--- config.mk ---
export PLATFORM = sky130hd
export DESIGN_NAME = mpu_i2c_responder
export DESIGN_NICKNAME = d
export VERILOG_FILES = /design/src/rtl/mpu_i2c_responder.sv
export SDC_FILE = /design/constraint.sdc
export NUM_CORES = 1
export LEC_CHECK = 0
export CAP_MARGIN = 0
export CORE_ASPECT_RATIO = 0.9
export CORE_MARGIN = 2
export CORE_UTILIZATION = 55
export DETAILED_ROUTE_END_ITERATION = 7
export PLACE_DENSITY = 0.8
export SYNTH_ARGS = -nofsm -noshare
export SYNTH_HDL_FRONTEND = slang
export SYNTH_SLANG_ARGS = --single-unit
--- constraint.sdc ---
create_clock -name CLK -period 2.75 [get_ports CLK]
set_clock_uncertainty 0.1 [all_clocks]
set_input_delay 0.4125 -clock CLK [delete_from_list [all_inputs] [get_ports CLK]]
set_output_delay 0.4125 -clock CLK [all_outputs]
set_load 0.005 [all_outputs]
--- src/rtl/mpu_i2c_responder.sv ---
// mpu_i2c_responder
// I2C target that emulates the MPU register interface so the I2C master can be
// exercised in HIL and loop-back setups. It detects START/STOP, answers one 7-bit
// device address, keeps an auto-incrementing 8-bit register pointer, and turns bus
// writes and reads into single-cycle strobes on a simple register-file port.
//
// Ports
//   CLK        system clock (SCL half-period must be at least 8 CLK cycles)
//   rst        asynchronous reset, active-high
//   SCL_IN     bus clock from the pad, asynchronous to CLK
//   SDA_IN     bus data from the pad, asynchronous to CLK
//   SDA_OUT    tied to 0; the pad is open-drain and only ever pulls low
//   SDA_DIR    1 = pull SDA low, 0 = release
//   REG_ADDR   register pointer
//   REG_WEN    one-cycle write strobe (REG_WDATA -> REG_ADDR)
//   REG_WDATA  write data, valid while REG_WEN is high
//   REG_REN    one-cycle read request for REG_ADDR
//   REG_RDATA  read data, valid on the CLK after REG_REN
//   BUSY       high from own-address ACK until STOP or the next START

module mpu_i2c_responder #(
  parameter logic [6:0] DEVICE_ADDR = 7'h68
) (
  input  logic       CLK,
  input  logic       rst,
  input  logic       SCL_IN,
  input  logic       SDA_IN,
  output logic       SDA_OUT,
  output logic       SDA_DIR,
  output logic [7:0] REG_ADDR,
  output logic       REG_WEN,
  output logic [7:0] REG_WDATA,
  output logic       REG_REN,
  input  logic [7:0] REG_RDATA,
  output logic       BUSY
);

  typedef enum logic [3:0] {
    ST_IDLE,
    ST_DEV_ADDR,
    ST_ADDR_ACK,
    ST_REG_ADDR,
    ST_REG_ACK,
    ST_WR_DATA,
    ST_WR_ACK,
    ST_RD_DATA,
    ST_RD_ACK,
    ST_IGNORE
  } state_t;

  state_t      state;
  logic [1:0]  scl_sync;
  logic [1:0]  sda_sync;
  logic        scl_prev;
  logic        sda_prev;
  logic        scl;
  logic        sda;
  logic        scl_rise;
  logic        scl_fall;
  logic        start_cond;
  logic        stop_cond;
  logic [2:0]  bit_cnt;
  logic [6:0]  shift;
  logic [7:0]  byte_in;
  logic [7:0]  rd_shift;
  logic        rw;
  logic        ack_rise;
  logic        rd_load;

  assign SDA_OUT = 1'b0;

  // Two-flop synchronisers plus one history flop for edge detection. They reset
  // to 1 because an idle bus floats high.
  always_ff @(posedge CLK or posedge rst) begin
    if (rst) begin
      scl_sync <= 2'b11;
      sda_sync <= 2'b11;
      scl_prev <= 1'b1;
      sda_prev <= 1'b1;
    end else begin
      scl_sync <= {scl_sync[0], SCL_IN};
      sda_sync <= {sda_sync[0], SDA_IN};
      scl_prev <= scl_sync[1];
      sda_prev <= sda_sync[1];
    end
  end

  assign scl        = scl_sync[1];
  assign sda        = sda_sync[1];
  assign scl_rise   = scl & ~scl_prev;
  assign scl_fall   = ~scl & scl_prev;
  // SDA may only move while SCL is low during data; any SDA edge with SCL held
  // high is a bus condition rather than a bit.
  assign start_cond = scl & scl_prev & sda_prev & ~sda;
  assign stop_cond  = scl & scl_prev & ~sda_prev & sda;
  assign byte_in    = {shift, sda};

  // Protocol FSM. ACK states span two SCL falls: the first (ending the 8th bit)
  // pulls SDA low, the second (ending the ACK clock) hands over to the next byte.
  // ack_rise records that the ACK clock's rising edge has been seen so the two
  // falls can be told apart. The pointer advances the cycle after a write strobe,
  // or when read data is captured, so it is stable while the register file uses it.
  always_ff @(posedge CLK or posedge rst) begin
    if (rst) begin
      state     <= ST_IDLE;
      SDA_DIR   <= 1'b0;
      REG_ADDR  <= 8'h00;
      REG_WEN   <= 1'b0;
      REG_WDATA <= 8'h00;
      REG_REN   <= 1'b0;
      BUSY      <= 1'b0;
      bit_cnt   <= 3'd0;
      shift     <= 7'd0;
      rd_shift  <= 8'h00;
      rw        <= 1'b0;
      ack_rise  <= 1'b0;
      rd_load   <= 1'b0;
    end else begin
      REG_WEN <= 1'b0;
      REG_REN <= 1'b0;
      rd_load <= REG_REN;

      if (REG_WEN) begin
        REG_ADDR <= REG_ADDR + 8'd1;
      end
      if (rd_load) begin
        rd_shift <= REG_RDATA;
        REG_ADDR <= REG_ADDR + 8'd1;
      end

      if (start_cond) begin
        state   <= ST_DEV_ADDR;
        bit_cnt <= 3'd0;
        SDA_DIR <= 1'b0;
        BUSY    <= 1'b0;
      end else if (stop_cond) begin
        state   <= ST_IDLE;
        SDA_DIR <= 1'b0;
        BUSY    <= 1'b0;
      end else begin
        case (state)
          ST_DEV_ADDR: begin
            if (scl_rise) begin
              shift   <= byte_in[6:0];
              bit_cnt <= bit_cnt + 3'd1;
              if (bit_cnt == 3'd7) begin
                if (byte_in[7:1] == DEVICE_ADDR) begin
                  rw       <= byte_in[0];
                  ack_rise <= 1'b0;
                  BUSY     <= 1'b1;
                  state    <= ST_ADDR_ACK;
                end else begin
                  state <= ST_IGNORE;
                end
              end
            end
          end

          ST_REG_ADDR, ST_WR_DATA: begin
            if (scl_rise) begin
              shift   <= byte_in[6:0];
              bit_cnt <= bit_cnt + 3'd1;
              if (bit_cnt == 3'd7) begin
                ack_rise <= 1'b0;
                if (state == ST_REG_ADDR) begin
                  REG_ADDR <= byte_in;
                  state    <= ST_REG_ACK;
                end else begin
                  REG_WDATA <= byte_in;
                  REG_WEN   <= 1'b1;
                  state     <= ST_WR_ACK;
                end
              end
            end
          end

          ST_ADDR_ACK, ST_REG_ACK, ST_WR_ACK: begin
            if (scl_rise) begin
              ack_rise <= 1'b1;
              if (state == ST_ADDR_ACK && rw) begin
                REG_REN <= 1'b1;
              end
            end else if (scl_fall) begin
              if (!ack_rise) begin
                SDA_DIR <= 1'b1;
              end else begin
                bit_cnt <= 3'd0;
                if (state == ST_ADDR_ACK && rw) begin
                  SDA_DIR <= ~rd_shift[7];
                  state   <= ST_RD_DATA;
                end else begin
                  SDA_DIR <= 1'b0;
                  state   <= (state == ST_ADDR_ACK) ? ST_REG_ADDR : ST_WR_DATA;
                end
              end
            end
          end

          ST_RD_DATA: begin
            if (scl_rise) begin
              bit_cnt <= bit_cnt + 3'd1;
              if (bit_cnt == 3'd7) begin
                ack_rise <= 1'b0;
                state    <= ST_RD_ACK;
              end
            end else if (scl_fall) begin
              rd_shift <= {rd_shift[6:0], 1'b0};
              SDA_DIR  <= ~rd_shift[6];
            end
          end

          ST_RD_ACK: begin
            if (scl_rise) begin
              ack_rise <= 1'b1;
              if (sda) begin
                state <= ST_IGNORE;
              end else begin
                REG_REN <= 1'b1;
              end
            end else if (scl_fall) begin
              if (!ack_rise) begin
                SDA_DIR <= 1'b0;
              end else begin
                bit_cnt <= 3'd0;
                SDA_DIR <= ~rd_shift[7];
                state   <= ST_RD_DATA;
              end
            end
          end

          default: begin
          end
        endcase
      end
    end
  end

endmodule

Word-level counts from Yosys, hierarchy flattened
Cells that the tools add are included.
- register bits: 51
- word-level logic and storage cells: 174
- input port bits: 12
- output and inout port bits: 21
- add/subtract/negate cells: 2
- reductions and logical operators: 23
- multiplexer cells: 79
- eq/ne operators: 37
- bitwise logic cells: 16
- operator list (cell ; count):
    2-to-1 mux 8 bit ; 14
    2-to-1 mux 4 bit ; 16
    inequality test 4 bit (second input constant) ; 13
    2-to-1 mux 1 bit ; 35
    2-to-1 mux 3 bit ; 8
    one-hot mux 4 bit (5 select lines) ; 1
    AND reduction 6 bit ; 3
    nonzero test 3 bit ; 6
    == test 4 x 3 -> 1 bit (second input constant) ; 4
    inequality test 5 bit (second input constant) ; 3
    AND reduction 13 bit ; 1
    inequality test 3 x 1 -> 1 bit (second input constant) ; 3
    inverter 1 bit ; 9
    AND reduction 9 bit ; 1
    OR reduction 3 bit ; 3
    adder 8 x 1 -> 8 bit (second input constant) ; 1
    == test 4 x 2 -> 1 bit (second input constant) ; 2
    inequality test 2 bit (second input constant) ; 4
    AND reduction 4 bit ; 2
    OR reduction 4 bit ; 2
    AND 1 bit ; 7
    == test 7 bit (second input constant) ; 1
    AND reduction 7 bit ; 1
    nonzero test 7 bit ; 1
    other kinds (13) ; 16

Logic depth before layout (Yosys ltp)
Gate-level depths: netlist (run 1).
- depth in word-level cells: 9
- gate-level depth with buffers: 9

Worst setup path after synthesis (run 1)
OpenSTA, ideal clock, no wires.
- path type: flip-flop to flip-flop
- from: register scl_sync[1]
- to: register REG_WDATA[0]
- cell stages (with the launch flop): 6
- buffers on the path: 1
- setup slack: 0.532 ns
- clock period less this slack: 2.218 ns
- arrival: 1.993 ns
- path through: dfstp_2 ha_1 clkbuf_1 nand2_1 nor4_4 mux2_2
- word-level cells in the longest chain between the ends: 5
- RTL lines (what ; line ; source):
    start: declaration ; 52 ; logic [1:0] scl_sync;
    start signal: assignment ; 81 ; scl_sync <= {scl_sync[0], SCL_IN};
    AND 1 bit ; 94, 95 ;
    AND 1 bit, on equally long branches (2 in series) ; 95, 94 ;
    inverter 1 bit (no source line) ; -- ;
    AND reduction 6 bit (no source line) (*) ; -- ;
    end signal: assignment ; 169 ; REG_WDATA <= byte_in;
    end: declaration ; 32 ; output logic [7:0] REG_WDATA,
Mark *: on every way between the ends. The rest lies on a longest branch, timed or not.
A chain may end at the register's enable or synchronous reset.

Worst setup path after layout (run 1)
- from: register scl_prev
- to: register state[3]
- word-level cells in the longest chain between the ends: 6
- RTL lines (what ; line ; source):
    start: declaration ; 54 ; logic scl_prev;
    start signal: assignment ; 83 ; scl_prev <= scl_sync[1];
    parallel branches: the longest is 6 deep, another holds AND reduction 13 bit ; -- ;
    end signal: assignment ; 193 ; state <= (state == ST_ADDR_ACK) ? ST_REG_ADDR : ST_WR_DATA;
    end: declaration ; 51 ; state_t state;
Parallel ways; which one is timed is not known.

==> results of run 1 <==
## cell type report
| cell class | count | share of cell area |
|---|---|---|
| clock buffers | 6 | 0.0275 |
| clock inverters | 1 | 0.00291 |
| inverters | 8 | 0.00999 |
| multi-input cells | 169 | 0.389 |
| flip-flops and latches | 51 | 0.427 |
| well taps | 62 | 0.0258 |
| repair buffers | 37 | 0.118 |
## stage by stage
step / cells / area, µm² / worst slack [ns] / power (µW) / hold slack [ns]
final: 334 / 3010 / 0.325 / 2080 / 0.260
after global routing: 334 / 3010 / 0.146 / 2220 / 0.264
after global placement: 327 / 2920 / 0.405 / 1630 / 0.246
after detailed placement: 327 / 2920 / 0.366 / 1640 / 0.247
after floorplan: 239 / 2540 / 0.532 / 1440 / 0.245
after CTS: 334 / 3010 / 0.328 / 2090 / 0.260
## worst max path at each step
stage,start,endpoint,slack (ns),depth (start not counted)
3_5_place_dp,scl_sync[1],REG_WDATA[5],0.37,4
2_1_floorplan,scl_sync[1],REG_WDATA[0],0.53,5
3_3_place_gp,scl_sync[1],REG_WDATA[5],0.41,4
5_1_grt,scl_prev,state[3],0.15,7
6_report,scl_prev,state[3],0.33,7
4_1_cts,scl_sync[1],REG_WDATA[5],0.33,4
## power groups by stage
stage               logic (µW)  registers (µW)  clock network [µW]
floorplan                  441            1000                   0
global placement           552            1080                   0
detailed placement         556            1080                   0
CTS                        560            1070                 463
global route               636            1100                 487
finish                     561            1070                 449
## critical path, cell delays in order, from the launching register on
cell	delay, ns
dfstp_2	0.55
inv_1	0.04
ha_1	0.27
inv_1	0.14
o21ai_0	0.10
a2111oi_0	0.59
a21oi_1	0.20
mux2_2	0.32
## sequential cells by signal, summed over array words and instances, names as in the netlist
name       flops
SDA_DIR        1
sda_sync       2
state          4
scl_sync       2
REG_REN        1
rd_load        1
sda_prev       1
REG_WDATA      8
bit_cnt        3
ack_rise       1
rd_shift       8
BUSY           1
shift          7
rw             1
REG_WEN        1
scl_prev       1
REG_ADDR       8
## routing by layer
| layer | GRT usage | up-vias |
|---|---|---|
| li1 | - | 922 |
| met1 | 0.340 | 908 |
| met2 | 0.341 | 56 |
| met3 | 0.0538 | 7 |
| met4 | 0.0789 | 0 |
| met5 | 0 | - |
## cell families after synthesis
logic type | count (synthesis) | synth area share
compound gates | 50 | 0.125
buf+inv | 19 | 0.0364
simple gates | 76 | 0.156
fa+ha+maj | 6 | 0.0295
mux | 28 | 0.119
xor+xnor | 8 | 0.0275
other cells | 1 | 0.00147
flops | 51 | 0.504
## cell usage after synthesis (all sizes together) (5+ instances only)
cell type / count / share of area
xor2: 5 / 0.017
ha: 6 / 0.029
a21oi: 6 / 0.012
nor2: 15 / 0.022
o21ai: 22 / 0.043
mux2i: 9 / 0.035
nand2: 26 / 0.038
dfrtp: 45 / 0.44
clkbuf: 5 / 0.0074
buf: 6 / 0.017
inv: 8 / 0.012
nand2b: 7 / 0.017
nor3: 11 / 0.022
dfstp: 6 / 0.062
mux2: 19 / 0.084
==> metrics, run 1 <==
status complete, no violations; element type at the critical path end flip-flop; crit share post-route 0.882; num rows 23; vias in the first global route 1848; Reg power frac 0.514; Sw Ratio 0.338; WHS Endpoint scl_sync[1]; CTS tree yes; logic gate share of total power 0.270; CP Class flip-flop to flip-flop; Routed Antenna Nets 0; clock power share 0.216; Syn Area/Cell 10.6 µm²; initial antenna violation count 0; clk buf depth 2; worst-margin pin slew 0.636 ns; post-cts gate resize count 0; DRC violations left 0; worst-path maximum fanout 10; Synth Cell Area 2540 µm²; post-route minimum period 2.42 ns; Die Ht 68.5 µm; share of cells above drive strength 1 0.151; f_max 412 MHz; Post-Syn Nets 257; TritonRoute pass-1 iters 4; crit path DAT 2.52 ns; gr usage total 0.232; IO Pins 33; vias after detailed routing 1893; Clock transition at path regs 0.09 ns; post-DR wirelength/cell 15.3 µm; cells on worst reg2reg path 7; HP Class flip-flop to flip-flop; largest net degree at the start of global routing 22; Peak VDD IR 438 µV; Max Slew Vio Count 0; Pwr Density 692 nW/µm²; WL met3 313 µm; P_sw 704 µW; Synth Register Bits 51; # port buffers 31; GRT overflow 0; required time of the critical path 2.85 ns; filler instances 344; final weighted congestion in routability-driven placement 0.919; initial drt markers 111; Layout area overhead 18.1%; WHS Path Cells 0; r2r setup slk 0.33 ns; synthesized instance count 239; htree depth 2; hold path start scl_sync[0]; final hold viol count 0; most common cell after layout, fill and taps aside dfrtp_1; vias per inst 5.67; register area 1280 µm²; FFs w/ async S/R, synth 1.00; die area 5190 µm²; DR top layer met4; Post-CTS Hold Buffers 0; Ys Warns 0; RSZ-0062 raised after global routing false; met2 wire len 2300 µm; Multi-input gate area 1170 µm²; RR Endpoint state[3]; antenna cells 0; final setup fails 0; ys flop type dfrtp_1; first-pass GRT wire length 8850 µm; sequential area share after synthesis 0.504; Slew headroom 0.573; clk root buf clkbuf_8; Distinct cells, synth 44; startpoint types flip-flop; wl on met1 2430 µm; final core occ 0.674; chip width 75.7 µm; CTS buffer count 5; routed wire length 5110 µm; Max Cap Viol 0; setup TNS 0 ns; Final #Nets 290; CTS sink cnt 51; P_int 1380 µW; Pleak 0.00123 µW; HPWL after DPL 3760 µm; Setup Fix Bufs, Post-CTS 0; commonest cells after routing, fill and taps aside dfrtp_1 (45), clkdlybuf4s50_1 (31), nand2_1 (26), o21ai_0 (22), mux2_2 (19); Initial Util 0.571; Critical R2R Launch scl_prev; Post-synth EDFFs 0; Core ar. 4460 µm²; clock insertion delay at the later pin of the skew report 0.30 ns
No activity file was read; power rests on OpenSTA's default activity.
==> run 2, diff against run 1 <==
--- a/config.mk
+++ b/config.mk
@@ -9,6 +9,7 @@
 export CORE_ASPECT_RATIO = 0.9
 export CORE_MARGIN = 2
 export CORE_UTILIZATION = 55
+export CTS_CLUSTER_DIAMETER = 30
 export DETAILED_ROUTE_END_ITERATION = 7
 export PLACE_DENSITY = 0.8
 export SYNTH_ARGS = -nofsm -noshare
==> constraint.sdc (replaced) <==
create_clock -name CLK -period 2.75 [get_ports CLK]
set_clock_uncertainty 0.1 [all_clocks]
set_input_delay 0.825 -clock CLK [delete_from_list [all_inputs] [get_ports CLK]]
set_output_delay 0.825 -clock CLK [all_outputs]
set_load 0.005 [all_outputs]
==> run 2 against run 1 <==
Compared with the run above:
- critical path depth is the same
- die area is the same
- highest routed layer unchanged
- combinational power shrank 6.4%
- via count grew 0.79%
- power shrank 0.89%
- non-clock buffer count shrank 2
- sequential cell count is the same
- register-to-register slack is essentially flat
==> metrics, run 2 (same netlist as run 1, synthesis figures left out) <==
HP Class flip-flop to flip-flop; first-pass GRT wire length 8930 µm (+0.94%); Layout area overhead 18.0% (about the same); fin area 3000 µm² (about the same); startpoint types flip-flop; post-cts gate resize count 0 (unchanged); share of cells above drive strength 1 0.148 (-0.00313); hold path start scl_sync[0]; DRC violations left 0 (unchanged); RSZ-0062 raised after global routing false; Pwr Density 686 nW/µm² (-0.80%); top flop regs REG_ADDR (8), REG_WDATA (8), rd_shift (8); Slew headroom 0.534 (-0.0385); element type at the critical path end flip-flop; status complete, no violations; die area 5190 µm² (unchanged); clk root buf clkbuf_8; CP Class flip-flop to flip-flop; commonest cells after routing, fill and taps aside dfrtp_1 (45), clkdlybuf4s50_1 (31), nand2_1 (26), o21ai_0 (22), mux2_2 (19); final setup fails 0 (unchanged); Pleak 0.00123 µW (-0.35%); Max Slew Vio Count 0 (unchanged); antenna cells 0 (unchanged); final weighted congestion in routability-driven placement 0.957 (+4.1%); GRT overflow 0 (unchanged); IO Pins 33 (unchanged); Final #Nets 288 (-0.69%); largest net degree at the start of global routing 29 (+32%); Multi-input gate area 1170 µm² (unchanged); RR Endpoint state[0]; CP delay by family, top compound AO/OA/AOI/OAI gates; worst-margin pin slew 0.694 ns (+0.0574 ns); CTS tree yes; Core ar. 4460 µm² (unchanged); crit share post-route 0.887 (+0.00493); post-route minimum period 2.44 ns (+0.0135 ns); initial drt markers 230 (+110%); Post-CTS Hold Buffers 0 (unchanged); initial antenna violation count 0 (unchanged); most used cell along the critical path inv_1; chip width 75.7 µm (unchanged); placed inst area 2910 µm² (about the same); post-DR wirelength/cell 16.1 µm (+5.1%); CTS buffer count 5 (unchanged); f_max 410 MHz (-0.56%); WHS Endpoint scl_sync[1]; r2r setup slk 0.31 ns (about the same); most common cell after layout, fill and taps aside dfrtp_1; cells on worst reg2reg path 7 (unchanged); Routed Antenna Nets 0 (unchanged); vias in the first global route 1793 (-3.0%); Initial Util 0.571 (unchanged); filler instances 347 (+0.87%); critical path's slowest cell dfstp_2; TritonRoute pass-1 iters 4 (unchanged); Clock transition at path regs 0.09 ns (about the same); crit path DAT 2.54 ns (+0.02 ns); worst-path maximum fanout 10 (unchanged); slowest stage delay, CP 0.56 ns (-0.03 ns); num rows 23 (unchanged); WHS Path Cells 0 (unchanged); clock insertion delay at the later pin of the skew report 0.31 ns (about the same); vias per inst 5.73 (+1.1%); HPWL after DPL 3990 µm (+6.1%); Worst Path Buf+Inv 2 (unchanged); critical path cell sequence inv_1 -> ha_1 -> inv_1 -> o21ai_0 -> a2111oi_0 -> a21oi_1 -> mux2_2; Critical R2R Launch scl_prev; Peak VDD IR 312 µV (-29%); required time of the critical path 2.85 ns (about the same); register area 1280 µm² (unchanged); setup TNS 0 ns (unchanged); clk buf depth 2 (unchanged); routed wire length 5360 µm (+4.8%); final hold viol count 0 (unchanged); vias after detailed routing 1908 (+0.79%); CTS sink cnt 51 (unchanged); Die Ht 68.5 µm (unchanged); gr usage total 0.236 (+0.00439); Setup Fix Bufs, Post-CTS 0 (unchanged); Max Cap Viol 0 (unchanged); htree depth 2 (unchanged); # port buffers 31 (unchanged)
[run 2: changes by cell type in the layout (fill, tap and decap cells not counted)]
| cell | before | now |
|---|---|---|
| buf_4 | 6 | 3 |
| buf_12 | 0 | 1 |
| clkbuf_8 | 6 | 5 |
| clkinv_2 | 0 | 1 |
| clkinv_4 | 0 | 1 |
[run 2: through the flow]
step / util / hold WS, ns / cells / power (µW) / setup slack [ns]
finish: 0.673 / 0.263 / 333 / 2060 / 0.312
global route: 0.673 / 0.267 / 333 / 2200 / 0.106
CTS: 0.673 / 0.264 / 333 / 2060 / 0.325
detailed placement: 0.653 / 0.250 / 325 / 1630 / 0.335
global placement: 0.653 / 0.248 / 325 / 1610 / 0.370
floorplan: - / 0.245 / 239 / 1440 / 0.532
[run 2: cell type report]
type,instances,share of cell area
inverter,8,0.0100
tap,62,0.0258
sequential,51,0.427
clock buffer,5,0.0229
clock inverter,3,0.00750
multi-input combinational,169,0.389
timing repair buffer,35,0.117
[run 2: layer usage]
metal | routed length (µm) | global-route usage | vias to the layer above
met2 | 2550 | 0.376 | 64
met5 | 0 | 0 | -
met1 | 2430 | 0.335 | 926
met3 | 328 | 0.0509 | 5
met4 | 49 | 0.0526 | 0
li1 | - | - | 913
[run 2: worst reg2reg max path: cells and delay by family, from the launching register on]
family / cells / cell delay, ns
mux: 1 / 0.31
compound gates: 3 / 0.86
buf+inv: 2 / 0.21
flops: 1 / 0.56
fa+ha+maj: 1 / 0.29
[run 2: power by group]
| group | leakage, µW | total, µW | internal [µW] | switching (µW) |
|---|---|---|---|---|
| Sequential | 0.000641 | 1090 | 896 | 197 |
| Combinational | 0.000536 | 525 | 268 | 257 |
| Clock | 0.0000485 | 444 | 183 | 262 |
| Total | 0.00123 | 2060 | 1350 | 715 |
[run 2: how the worst max path moves through the flow]
| stage | slack, ns | cells past startpoint | to | from |
|---|---|---|---|---|
| after global placement | 0.37 | 4 | REG_WDATA[5] | scl_sync[1] |
| after global routing | 0.11 | 7 | state[3] | scl_prev |
| final | 0.31 | 7 | state[0] | scl_prev |
| after CTS | 0.32 | 4 | REG_WDATA[5] | scl_sync[1] |
| after floorplan | 0.53 | 5 | REG_WDATA[0] | scl_sync[1] |
| after detailed placement | 0.33 | 4 | REG_WDATA[5] | scl_sync[1] |
==> run 3, diff against run 2 <==
--- a/config.mk
+++ b/config.mk
@@ -8,10 +8,10 @@
 export CAP_MARGIN = 0
 export CORE_ASPECT_RATIO = 0.9
 export CORE_MARGIN = 2
-export CORE_UTILIZATION = 55
+export CORE_UTILIZATION = 49
 export CTS_CLUSTER_DIAMETER = 30
 export DETAILED_ROUTE_END_ITERATION = 7
-export PLACE_DENSITY = 0.8
+export PLACE_DENSITY = 0.74
 export SYNTH_ARGS = -nofsm -noshare
 export SYNTH_HDL_FRONTEND = slang
 export SYNTH_SLANG_ARGS = --single-unit
==> constraint.sdc (replaced) <==
create_clock -name CLK -period 2.1 [get_ports CLK]
set_clock_uncertainty 0.1 [all_clocks]
set_input_delay 0.63 -clock CLK [delete_from_list [all_inputs] [get_ports CLK]]
set_output_delay 0.63 -clock CLK [all_outputs]
set_load 0.005 [all_outputs]
==> run 3 against run 2 <==
Compared with the run above:
- count of clock-buffer cells in the layout unchanged
- power up 50%
- sequential cell count is the same
- cell count rose by 8.4%
- critical path depth is the same
- critical path type unchanged
- largest power group unchanged
==> metrics, run 3 (same netlist as run 1, synthesis figures left out) <==
Max Cap Viol 0 (unchanged); final setup fails 0 (unchanged); Core ar. 4920 µm² (+10%); met2 wire len 2390 µm (-6.1%); RSZ-0062 raised after global routing true; HP Class flip-flop to flip-flop; share of cells above drive strength 1 0.243 (+0.0956); required time of the critical path 2.20 ns (-0.65 ns); Layout area overhead 29.4%; CTS buffer count 5 (unchanged); status complete, no violations; Routed Antenna Nets 0 (unchanged); routed wire length 5370 µm (+0.26%); hold path start scl_sync[0]; post-place setup slack -0.00271 ns (-0.337 ns); HPWL after DPL 3940 µm (-1.3%); Critical R2R Launch scl_prev; f_max 494 MHz (+20%); Pleak 0.00137 µW (+12%); DR top layer met4; vias per inst 5.62 (-1.9%); chip width 80.0 µm (+5.6%); IO Pins 33 (unchanged); top flop regs REG_ADDR (8), REG_WDATA (8), rd_shift (8); CTS sink cnt 51 (unchanged); WL met3 381 µm (+16%); clk buf depth 2 (unchanged); most common cell after layout, fill and taps aside dfrtp_1; htree depth 2 (unchanged); post-DR wirelength/cell 14.9 µm (-7.5%); initial antenna violation count 0 (unchanged); Die Ht 72.4 µm (+5.6%); Setup Fix Bufs, Post-CTS 0 (unchanged); CP Class flip-flop to flip-flop; gr usage total 0.206 (-0.0307); post-route minimum period 2.02 ns (-0.414 ns); first-pass GRT wire length 9350 µm (+4.7%); vias in the first global route 2060 (+15%); Final #Nets 313 (+8.7%); element type at the critical path end flip-flop; CP startpoint scl_prev; num rows 24 (+4.3%); CTS tree yes; Cell Count, Final, Fillers Out 361 (+8.4%); largest net degree at the start of global routing 52 (+79%); final weighted congestion in routability-driven placement 0.943 (-1.5%); post-cts gate resize count 2 (+2); initial drt markers 211 (-8.3%); die area 5790 µm² (+12%); wl on met1 2480 µm (+2.2%); GRT overflow 0 (unchanged); vias after detailed routing 2030 (+6.4%); startpoint types flip-flop; Peak VDD IR 571 µV (+83%); Clock transition at path regs 0.10 ns (about the same); clock insertion delay at the later pin of the skew report 0.30 ns (about the same); dpl cells 353 (+8.6%); Initial Util 0.517 (-0.0538); DRC violations left 0 (unchanged); Max Slew Vio Count 0 (unchanged); TritonRoute pass-1 iters 5 (+1); crit path DAT 2.12 ns (-0.42 ns); worst-path maximum fanout 8 (-2); crit share post-route 0.964 (+0.0771); Post-CTS Hold Buffers 0 (unchanged); Pwr Density 938 nW/µm² (+37%); commonest cells after routing, fill and taps aside dfrtp_1 (45), clkdlybuf4s50_1 (31), buf_4 (27), nand2_1 (25), o21ai_0 (21); clk root buf clkbuf_8; Final WS setup 0.0761 ns (-0.236 ns); antenna cells 0 (unchanged); # port buffers 31 (unchanged); final hold viol count 0 (unchanged)
[run 3: changes by cell type in the layout (fill, tap and decap cells not counted), sizes merged]
cell,delta
bufinv,+2
buf,+25
clkinvlp,+1
inv,-1
clkinv,-2
[run 3: per-stage QoR]
stage / setup TNS, ns / hold slack, ns / util / power [µW] / area [µm²]
final: 0 / 0.261 / 0.668 / 3090 / 3290
after global routing: 0 / 0.264 / 0.668 / 3270 / 3290
after CTS: 0 / 0.261 / 0.663 / 3070 / 3270
after detailed placement: -0.00372 / 0.248 / 0.634 / 2270 / 3120
after global placement: 0 / 0.246 / 0.634 / 2240 / 3120
after floorplan: 0 / 0.245 / - / 1890 / 2550
[run 3: worst max-delay path: stages (launching register included)]
cell and delay, ns:
dfstp_2 0.56, inv_1 0.05, ha_2 0.22, buf_4 0.15, or3_1 0.35, a21oi_1 0.18, nor3_1 0.08, mux2_2 0.26
[run 3: final timing paths]
check                      cells past startpoint  slack (ns)     endpoint
setup / recovery                               7        0.08     state[3]
hold / removal                                 0        0.26  scl_sync[1]
setup reg to reg                               7        0.08     state[3]
hold reg to reg                                0        0.26  scl_sync[1]
max in group asynchronous                      3        1.03     sda_prev
min in group asynchronous                      3        0.59     ack_rise
[run 3: layer usage]
layer	vias to the layer above	GRT usage
li1	959	-
met1	954	0.287
met2	101	0.308
met3	16	0.0498
met4	0	0.0904
met5	-	0
[run 3: layout make-up]
type | instances | area (µm²)
sequential | 51 | 1280
clock inverter | 3 | 67.6
tap | 65 | 81.3
inverter | 8 | 30.0
fill | 394 | 1630
timing repair buffer | 60 | 553
multi-input combinational | 169 | 1210
clock buffer | 5 | 68.8
[run 3: power breakdown]
part | internal, µW | switching [µW]
registers | 1170 | 181
logic | 479 | 462
clock network | 475 | 315
total | 2130 | 959
==> RTL edit: new RTL, settings of run 1 <==
Encoding of `state_t`: now one-hot (10 bits for 10 states).
--- a/src/rtl/mpu_i2c_responder.sv
+++ b/src/rtl/mpu_i2c_responder.sv
@@ -36,15 +36,15 @@
 );
 
-  typedef enum logic [3:0] {
-    ST_IDLE,
-    ST_DEV_ADDR,
-    ST_ADDR_ACK,
-    ST_REG_ADDR,
-    ST_REG_ACK,
-    ST_WR_DATA,
-    ST_WR_ACK,
-    ST_RD_DATA,
-    ST_RD_ACK,
-    ST_IGNORE
+  typedef enum logic [9:0] {
+    ST_IDLE     = 10'b0000000001,
+    ST_DEV_ADDR = 10'b0000000010,
+    ST_ADDR_ACK = 10'b0000000100,
+    ST_REG_ADDR = 10'b0000001000,
+    ST_REG_ACK  = 10'b0000010000,
+    ST_WR_DATA  = 10'b0000100000,
+    ST_WR_ACK   = 10'b0001000000,
+    ST_RD_DATA  = 10'b0010000000,
+    ST_RD_ACK   = 10'b0100000000,
+    ST_IGNORE   = 10'b1000000000
   } state_t;
 
Behaviour: same outputs for any inputs over 10 cycles, from zero or initial values and one cycle with rst high; not proved beyond that.
==> RTL edit against run 1 <==
  * Worst setup slack got worse by 0.12 ns
  * Synthesized area rose by 16%
  * Sequential power fell by 13%
  * Global-route usage fell by 0.052 points
  * Maximum frequency fell by 4.8%
  * Critical path depth did not move
  * Final area rose by 18%
  * Wire length rose by 21%
  * Sequential cell count rose by 6
  * Final cell count rose by 14%
  * Total power fell by 5.2%
  * Synthesized cell count rose by 12%
==> RTL edit: results (changes against run 1) <==
metric	value	unit	change
run status	finished, final reports clean		unchanged
final routed wirelength across all metal layers	6200	um	was 5110 um
start point of the critical path	state[9]		was scl_prev
Num CTS Buffers	9		was 5
number of standard cells in the layout, taps in and fillers out	381		was 334
capture endpoint of the worst hold path	sda_sync[1]		was scl_sync[1]
detailed-placement wirelength estimate	4470	um	was 3760 um
cell count after synthesis	267		was 239
maximum number of pins on one net before global-route repair	24		was 22
fraction of the mapped netlist area in adder cells	2.54	%	was 2.95%
placer's final routability congestion estimate	1.02		was 0.919
final hold slack	0.257	ns	was 0.260 ns
achievable frequency	393	MHz	was 412 MHz
share of final-layout standard cells stronger than drive strength 1	22.3	%	was 15.1%
cell types with the highest counts after synthesis	sky130_fd_sc_hd__dfrtp_1 (50), sky130_fd_sc_hd__nor2_1 (26), sky130_fd_sc_hd__a21oi_1 (18), sky130_fd_sc_hd__mux2_2 (18), sky130_fd_sc_hd__nand2_1 (15)		was sky130_fd_sc_hd__dfrtp_1 (45), sky130_fd_sc_hd__nand2_1 (26), sky130_fd_sc_hd__o21ai_0 (22)
total routing usage reported by global routing	23.1	%	was 23.2%
worst skew pair latency	0.33	ns	was 0.30 ns
P per Cell Area	555	mW/mm^2	was 692 mW/mm^2
fraction of synthesized area in multiplexers	12.1	%	was 11.9%
violation count after the first detailed-routing iteration	303		was 111
sequential element share of the synthesized area	48.6	%	was 50.4%
synthesized-area fraction occupied by ao, oa, aoi and oai cells	12.7	%	was 12.5%
leakage power	1.61	nW	was 1.23 nW
first-pass iteration count of the detailed router	6		was 4
Post-Place Setup Slack	0.261	ns	was 0.366 ns
slew at the pin with the worst max-slew slack	0.691	ns	was 0.636 ns
post-synthesis xor/xnor area fraction	3.85	%	was 2.75%
count of placed standard cells including taps	365		was 327
P_clk	764	uW	was 449 uW
Worst EP arrival	2.65	ns	was 2.52 ns
area after detailed placement	0.00336	mm^2	was 0.00292 mm^2
worst r2r dst	state[4]		was state[3]
vias in the first global route	2157		was 1848
leading post-synthesis cells by cell area	sky130_fd_sc_hd__dfrtp_1 (42%), sky130_fd_sc_hd__mux2_2 (6.9%), sky130_fd_sc_hd__dfstp_2 (6.2%)		was sky130_fd_sc_hd__dfrtp_1 (44%), sky130_fd_sc_hd__mux2_2 (8.4%), sky130_fd_sc_hd__dfstp_2 (6.2%)
combinational-cell power consumption	281	uW	was 561 uW
Post-Synthesis Net Count	285		was 257
## RTL edit: routing by layer
metal | global-route usage, % | up-vias | share of wire, %
met3 | 5.41 | 9 | 8.3
met2 | 35.5 | 106 | 45
met1 | 32.7 | 1055 | 46
met4 | 7.53 | 0 | 1.4
met5 | 0 | - | 0
li1 | - | 1053 | -
## RTL edit: layout make-up
cell class,instances,area share (%)
well taps,67,2.36
clock buffers,11,3.98
repair buffers,45,11.7
clock inverters,5,1.58
flip-flops and latches,57,40.4
inverters,6,0.634
multi-input cells,190,39.4
## RTL edit: critical path, delay by kind of cell (launching register included)
family	cells	cell delay, ns
compound gates	4	1.02
flops	1	0.45
simple gates	2	0.64
buf+inv	1	0.21
## RTL edit: kinds of logic after synthesis
family | count (synthesis)
AO/OA/AOI/OAI | 53
XOR/XNOR | 13
adder cells (fa/ha/maj) | 6
buffers and inverters | 20
flip-flops | 57
multiplexers | 32
other | 1
AND/OR/NAND/NOR | 85
